==> src/rtl/volume_sequencer_pkg.sv <==
// Shared audio package: sequencer state encoding, level width and the
// default level limits reused by the amplitude datapath and display logic.
package volume_sequencer_pkg;

  localparam int unsigned VOL_WIDTH         = 4;
  localparam int unsigned VOL_MAX_LEVEL     = 15;
  localparam int unsigned VOL_DEFAULT_LEVEL = 4;

  typedef enum logic [1:0] {
    StIdle     = 2'd0,
    StRampDown = 2'd1,
    StMuted    = 2'd2,
    StRampUp   = 2'd3
  } seq_state_e;

  // One level step from cur toward tgt; holds when already equal.
  function automatic logic [VOL_WIDTH-1:0] step_toward(input logic [VOL_WIDTH-1:0] cur,
                                                      input logic [VOL_WIDTH-1:0] tgt);
    logic [VOL_WIDTH-1:0] res;
    if (cur < tgt) begin
      res = cur + VOL_WIDTH'(1);
    end else if (cur > tgt) begin
      res = cur - VOL_WIDTH'(1);
    end else begin
      res = cur;
    end
    return res;
  endfunction

endpackage

==> src/rtl/volume_sequencer_ramp_prescaler.sv <==
// Ramp prescaler: free-running counter 0..RAMP_DIV-1 with synchronous clear.
// Ports:
//   clk   - system clock
//   rst   - synchronous active-high reset
//   clear - synchronous clear back to 0 (wins over counting)
//   tick  - high while the count equals RAMP_DIV-1
module volume_sequencer_ramp_prescaler #(
  parameter int unsigned RAMP_DIV = 2500000
) (
  input  logic clk,
  input  logic rst,
  input  logic clear,
  output logic tick
);

  localparam int unsigned CntW = $clog2(RAMP_DIV);
  localparam logic [CntW-1:0] CntLast = CntW'(RAMP_DIV - 1);

  logic [CntW-1:0] cnt_q, cnt_d;

  always_comb begin
    tick  = (cnt_q == CntLast);
    cnt_d = cnt_q + CntW'(1);
    if (clear || tick) begin
      cnt_d = '0;
    end
  end

  always_ff @(posedge clk) begin
    if (rst) begin
      cnt_q <= '0;
    end else begin
      cnt_q <= cnt_d;
    end
  end

endmodule

==> src/rtl/volume_sequencer.sv <==
// Volume sequencer: keeps the user's target level from up/down pulses and
// ramps the applied amplitude one step per prescaler tick on mute/unmute.
// Ports:
//   clk, rst         - clock, synchronous active-high reset
//   vol_up/vol_down  - one-cycle pulses adjusting the target level
//   mute_toggle      - one-cycle pulse, mute or unmute
//   volume_amplitude - applied level (registered)
//   audio_en         - 0 only while fully muted (registered)
//   muted, busy      - status flags (registered)
//   at_max, at_min   - target at its upper / lower bound
module volume_sequencer
  import volume_sequencer_pkg::*;
#(
  parameter int unsigned VOL_MAX     = VOL_MAX_LEVEL,
  parameter int unsigned VOL_DEFAULT = VOL_DEFAULT_LEVEL,
  parameter int unsigned RAMP_DIV    = 2500000
) (
  input  logic                 clk,
  input  logic                 rst,
  input  logic                 vol_up,
  input  logic                 vol_down,
  input  logic                 mute_toggle,
  output logic [VOL_WIDTH-1:0] volume_amplitude,
  output logic                 audio_en,
  output logic                 muted,
  output logic                 busy,
  output logic                 at_max,
  output logic                 at_min
);

  // One spare bit so saturation is detected before wrap-around.
  localparam int unsigned WideW = VOL_WIDTH + 1;
  localparam logic [WideW-1:0]     VolMaxWide = WideW'(VOL_MAX);
  localparam logic [VOL_WIDTH-1:0] VolMaxL    = VOL_WIDTH'(VOL_MAX);
  localparam logic [VOL_WIDTH-1:0] VolDefL    = VOL_WIDTH'(VOL_DEFAULT);

  seq_state_e           state_q, state_d;
  logic [VOL_WIDTH-1:0] target_q, target_d;
  logic [VOL_WIDTH-1:0] current_q, current_d;
  logic                 audio_en_q, muted_q, busy_q;
  logic [WideW-1:0]     tgt_inc, tgt_dec;
  logic                 tick, presc_clear;

  // Prescaler only runs inside ramp states; a toggle restarts the interval.
  assign presc_clear = mute_toggle || !((state_q == StRampDown) || (state_q == StRampUp));

  volume_sequencer_ramp_prescaler #(
    .RAMP_DIV (RAMP_DIV)
  ) u_prescaler (
    .clk   (clk),
    .rst   (rst),
    .clear (presc_clear),
    .tick  (tick)
  );

  // Target register: saturating up/down, simultaneous pulses cancel.
  always_comb begin
    tgt_inc  = {1'b0, target_q} + WideW'(1);
    tgt_dec  = {1'b0, target_q} - WideW'(1);
    target_d = target_q;
    if (vol_up && !vol_down && (tgt_inc <= VolMaxWide)) begin
      target_d = tgt_inc[VOL_WIDTH-1:0];
    end else if (vol_down && !vol_up && !tgt_dec[VOL_WIDTH]) begin
      target_d = tgt_dec[VOL_WIDTH-1:0];
    end
  end

  always_comb begin
    state_d   = state_q;
    current_d = current_q;
    unique case (state_q)
      StIdle: begin
        if (mute_toggle) begin
          state_d = (current_q == '0) ? StMuted : StRampDown;
        end else begin
          current_d = target_d;
        end
      end
      StRampDown: begin
        // Toggle wins over a coinciding tick: no step that cycle.
        if (mute_toggle) begin
          state_d = StRampUp;
        end else if (tick) begin
          current_d = current_q - VOL_WIDTH'(1);
          if (current_d == '0) begin
            state_d = StMuted;
          end
        end
      end
      StMuted: begin
        current_d = '0;
        if (mute_toggle) begin
          state_d = StRampUp;
        end else if (target_d == '0) begin
          state_d = StIdle;
        end
      end
      StRampUp: begin
        if (mute_toggle) begin
          // Level 0 has nothing to ramp down; never let it wrap.
          state_d = (current_q == '0) ? StMuted : StRampDown;
        end else if (current_q == target_d) begin
          state_d = StIdle;
        end else if (tick) begin
          current_d = step_toward(current_q, target_d);
          if (current_d == target_d) begin
            state_d = StIdle;
          end
        end
      end
      default: begin
        state_d = StIdle;
      end
    endcase
  end

  always_ff @(posedge clk) begin
    if (rst) begin
      state_q    <= StIdle;
      target_q   <= VolDefL;
      current_q  <= VolDefL;
      audio_en_q <= 1'b1;
      muted_q    <= 1'b0;
      busy_q     <= 1'b0;
    end else begin
      state_q    <= state_d;
      target_q   <= target_d;
      current_q  <= current_d;
      audio_en_q <= (state_d != StMuted);
      muted_q    <= (state_d == StMuted) || (state_d == StRampDown);
      busy_q     <= (state_d == StRampDown) || (state_d == StRampUp);
    end
  end

  assign volume_amplitude = current_q;
  assign audio_en         = audio_en_q;
  assign muted            = muted_q;
  assign busy             = busy_q;
  assign at_max           = (target_q == VolMaxL);
  assign at_min           = (target_q == '0);

endmodule

==> config.mk <==
export PLATFORM = sky130hd
export DESIGN_NAME = volume_sequencer
export DESIGN_NICKNAME = d
export VERILOG_FILES = /design/src/rtl/volume_sequencer_pkg.sv /design/src/rtl/volume_sequencer_ramp_prescaler.sv /design/src/rtl/volume_sequencer.sv
export SDC_FILE = /design/constraint.sdc
export NUM_CORES = 1
export LEC_CHECK = 0
export BUFFER_PORTS_ARGS = -buffer_cell sky130_fd_sc_hd__buf_2
export CAP_MARGIN = 20
export CORE_ASPECT_RATIO = 0.7
export CORE_UTILIZATION = 50
export CTS_CLUSTER_DIAMETER = 30
export CTS_CLUSTER_SIZE = 10
export DETAILED_ROUTE_END_ITERATION = 10
export PLACE_DENSITY = 0.81
export SYNTH_ARGS = -nofsm -noshare
export SYNTH_HDL_FRONTEND = slang
export SYNTH_HIERARCHICAL = 1
export SYNTH_SLANG_ARGS = --single-unit
==> constraint.sdc <==
create_clock -name clk -period 4 [get_ports clk]
set_clock_uncertainty 0.1 [all_clocks]
set_input_delay 0.8 -clock clk [delete_from_list [all_inputs] [get_ports clk]]
set_output_delay 0.8 -clock clk [all_outputs]
set_load 0.005 [all_outputs]
==> results.py <==
metrics = {
    "clocking": {
        "insertion_delay_ps": 290,
        "cts_root_buffer": "clkbuf_8",
        "cts_buffer_depth": 2,
        "postCtsHoldBufs": 0,
        "cts_tree": "done",
        "cts-htree-levels": 2,
        "clkTransAtPathRegs_ps": 70,
        "cts_inserted_buffers": 5,
        "cts.sinks": 34,
    },
    "worst_hold_path": {
        "min_path_type": "flop to flop",
    },
    "finish": {
        "multi_input_area_um2": 1920,
        "post-route-util": 0.628,
        "regArea_um2": 686,
        "nNetsFinal": 369,
        "drive_gt1_frac": 0.260,
        "fin_cells": 423,
        "fill_cells": 400,
        "diodes": 0,
        "syn2layout_area_growth_pct": 16.5,
    },
    "global_routing": {
        "antenna_found_initial": 0,
        "grt_pass1_wl_mm": 11.6,
        "grt_max_degree": 23,
        "grt_usage": 0.264,
        "grt_pass1_vias": 2395,
        "grt.overflow.total": 0,
    },
    "setup_path": {
        "reg2reg_depth": 17,
        "cpMaxStageDelayCell": "a2111o_1",
        "cp_top_family": "simple AND/OR/NAND/NOR gates",
        "r2r_start": "target_q[0]$_SDFF_PP0_",
        "worst_r2r_endpoint": "muted$_SDFF_PP0_",
        "worst-path-buf-inv": 3,
        "critPathKind": "flop to flop",
        "rrSetupSlack_ps": 10,
        "crit_chain": "inv_4 > ha_4 > or3b_4 > o211ai_1 > a32oi_2 > inv_2 > ha_4 > and4_4 > nor3_4 > buf_6 > a211oi_4 > or3_1 > o32a_1 > a2111o_1 > and3_1 > ha_1 > nor2_1",
        "crit_end": "muted$_SDFF_PP0_",
        "critPathMostFrequentCell": "ha_4",
        "cp_max_fo": 5,
        "worstSetupEndpointType": "flop",
        "cpPeakStageDelay_ps": 420,
        "cp.depth": 17,
        "critPathLaunchType": "flop",
        "crit_arrival_ps": 4060,
        "critPathLaunch": "target_q[0]$_SDFF_PP0_",
        "crit_required_ps": 4070,
    },
    "synth": {
        "synthFlopType": "dfxtp_1",
        "synth_cells": 324,
        "syn-mean-instance-area_um2": 8.27,
        "syn_nets": 340,
        "ys_seq_elements": 34,
        "synthesis.area_um2": 2680,
        "ys_async_sr_fraction": 0,
        "ys_seq_area_frac": 0.254,
        "ys_warn_count": 6,
        "synth_edf_count": 0,
        "synth_cell_types": 77,
    },
    "detailed_routing": {
        "drt_wl_total_mm": 6.71,
        "postRouteAntennaNets": 0,
        "via_count": 2591,
        "drcViolationCount": 0,
        "wire_per_inst_um": 15.9,
        "dr.pass1.iters": 6,
        "via_per_inst": 6.13,
        "first_iter_violations": 261,
    },
    "placement": {
        "dp.cells": 412,
        "io_buffer_count": 13,
        "gp_congestion": 0.911,
        "dp_hpwl_mm": 4.94,
    },
    "sta": {
        "rsz0062_at_grt": "yes",
        "finalHoldViolCount": 0,
        "post-route-period-util": 0.997,
        "fin_crit_ps": 3990,
        "worst_pin_slew_ps": 920,
        "setup_viol": 0,
        "slew_viol_final": 0,
        "max-slew-margin-rel": 0.387,
        "finalSetupTns_ps": 0,
        "fmax_ghz": 0.251,
    },
    "die": {
        "die_y_um": 63.2,
        "die_w_um": 89.5,
        "dieArea_um2": 5660,
        "row_count": 21,
        "core_area_um2": 4970,
        "io_pins": 14,
        "start_util": 0.539,
    },
    "pwr": {
        "leakagePower_uw": 0.00110,
        "irDropWorstVdd_v": 0.000294,
        "power_density_nw_per_um2": 448,
    },
    "status": {
        "outcome": "completed",
    },
    "flow_run": {
        "drv_cap": 0,
    },
}
how the worst min path moves through the flow:
stage | start | to | slack (ps) | depth (start not counted)
2_1_floorplan | u_prescaler/cnt_q[0]$_SDFF_PP0_ | u_prescaler/cnt_q[0]$_SDFF_PP0_ | 330 | 1
3_3_place_gp | u_prescaler/cnt_q[0]$_SDFF_PP0_ | u_prescaler/cnt_q[0]$_SDFF_PP0_ | 340 | 1
3_5_place_dp | u_prescaler/cnt_q[0]$_SDFF_PP0_ | u_prescaler/cnt_q[0]$_SDFF_PP0_ | 380 | 1
4_1_cts | u_prescaler/cnt_q[21]$_SDFF_PP0_ | u_prescaler/cnt_q[21]$_SDFF_PP0_ | 400 | 2
5_1_grt | u_prescaler/cnt_q[0]$_SDFF_PP0_ | u_prescaler/cnt_q[0]$_SDFF_PP0_ | 420 | 1
6_report | u_prescaler/cnt_q[0]$_SDFF_PP0_ | u_prescaler/cnt_q[0]$_SDFF_PP0_ | 390 | 1
area by class of cell:
cell class / instances / area share
clock buffers: 6 / 0.0265
clock inverters: 2 / 0.00401
inverters: 13 / 0.0172
multi-input cells: 258 / 0.615
flip-flops and latches: 34 / 0.220
well taps: 69 / 0.0277
repair buffers: 41 / 0.0894
worst reg2reg max path: cells and delay by family (launching register included):
family	cells	cell delay (ps)
buffers and inverters	3	310
and+or+nand+nor	6	1350
DFF	1	360
adders and majority gates	3	760
AOI/OAI and AO/OA	5	1010
sequential cells by signal (all words and copies together) (netlist names):
register / count
volume_amplitude: 4
busy: 1
state_q: 1
muted: 1
audio_en: 1
target_q: 4
u_prescaler/cnt_q: 22
what timing repair did:
item | 4_1_cts | 5_1_grt
hold endpoints to repair | 0 | 0
resized for setup | 0 | 7
endpoints found under the setup margin | 0 | 2
setup buffers | 0 | 3
report_power, final:
part / switching (uW) / leakage [uW] / internal, uW
combinational: 381 / 0.000775 / 341
sequential: 44.8 / 0.000277 / 363
clock: 130 / 0.0000472 / 138
total: 555 / 0.00110 / 842
logic make-up (layout without fill, tap and decap cells):
group / after synthesis / count (layout) / share of synthesized area
buf+inv: 32 / 62 / 0.0598
flops: 34 / 34 / 0.254
mux: 2 / 2 / 0.00747
simple gates: 149 / 149 / 0.325
fa+ha+maj: 11 / 11 / 0.0514
xor+xnor: 30 / 30 / 0.103
compound gates: 66 / 66 / 0.199
synthesized netlist by cell type, types with 7 or more instances:
cell	number	area share
ha_1	11	0.051
dfxtp_1	34	0.25
nor2_1	32	0.045
nand3_1	13	0.024
clkbuf_1	8	0.011
o21ai_0	8	0.015
a21oi_1	12	0.022
nand2_1	24	0.034
xnor2_1	17	0.056
nor3_1	9	0.017
xor2_1	12	0.039
nand4_1	7	0.016
inv_1	11	0.015
per-stage QoR:
step	power (uW)	setup WS, ps	cell area (um2)	hold slack, ps
after floorplan	919	-46.0	2770	330
after global placement	1060	-27.4	2980	342
after detailed placement	1070	-140	2980	382
after CTS	1340	30.7	3070	396
after global routing	1490	-170	3120	416
final	1400	12.2	3120	390
placed cells by master (no fill, tap or decap), drive strengths merged, types with 2 or more instances in the layout:
master,instances
nand4,8
nor2,32
a21oi,14
o311ai,2
inv,12
dfxtp,34
nor3,10
nor4b,2
or2,2
and4,6
clkbuf,6
o211ai,2
clkinv,2
o21ai,8
o31ai,7
a211o,2
or3b,2
a31oi,4
nand3,16
a31o,2
nand2,25
xor2,12
or4,5
and3,5
xnor2,17
nand2b,6
a32oi,2
mux2i,2
and2b,2
nor2b,6
ha,11
nor4,6
a211oi,4
or3,7
buf,41
nor4bb,2
a311oi,2
and2,3
per-layer routing:
layer	wire length, um	global-route usage
met1	3310	0.413
met2	2780	0.360
met3	611	0.0760
met4	19	0.0357
met5	0	0
(Power assumes the default switching activity.)
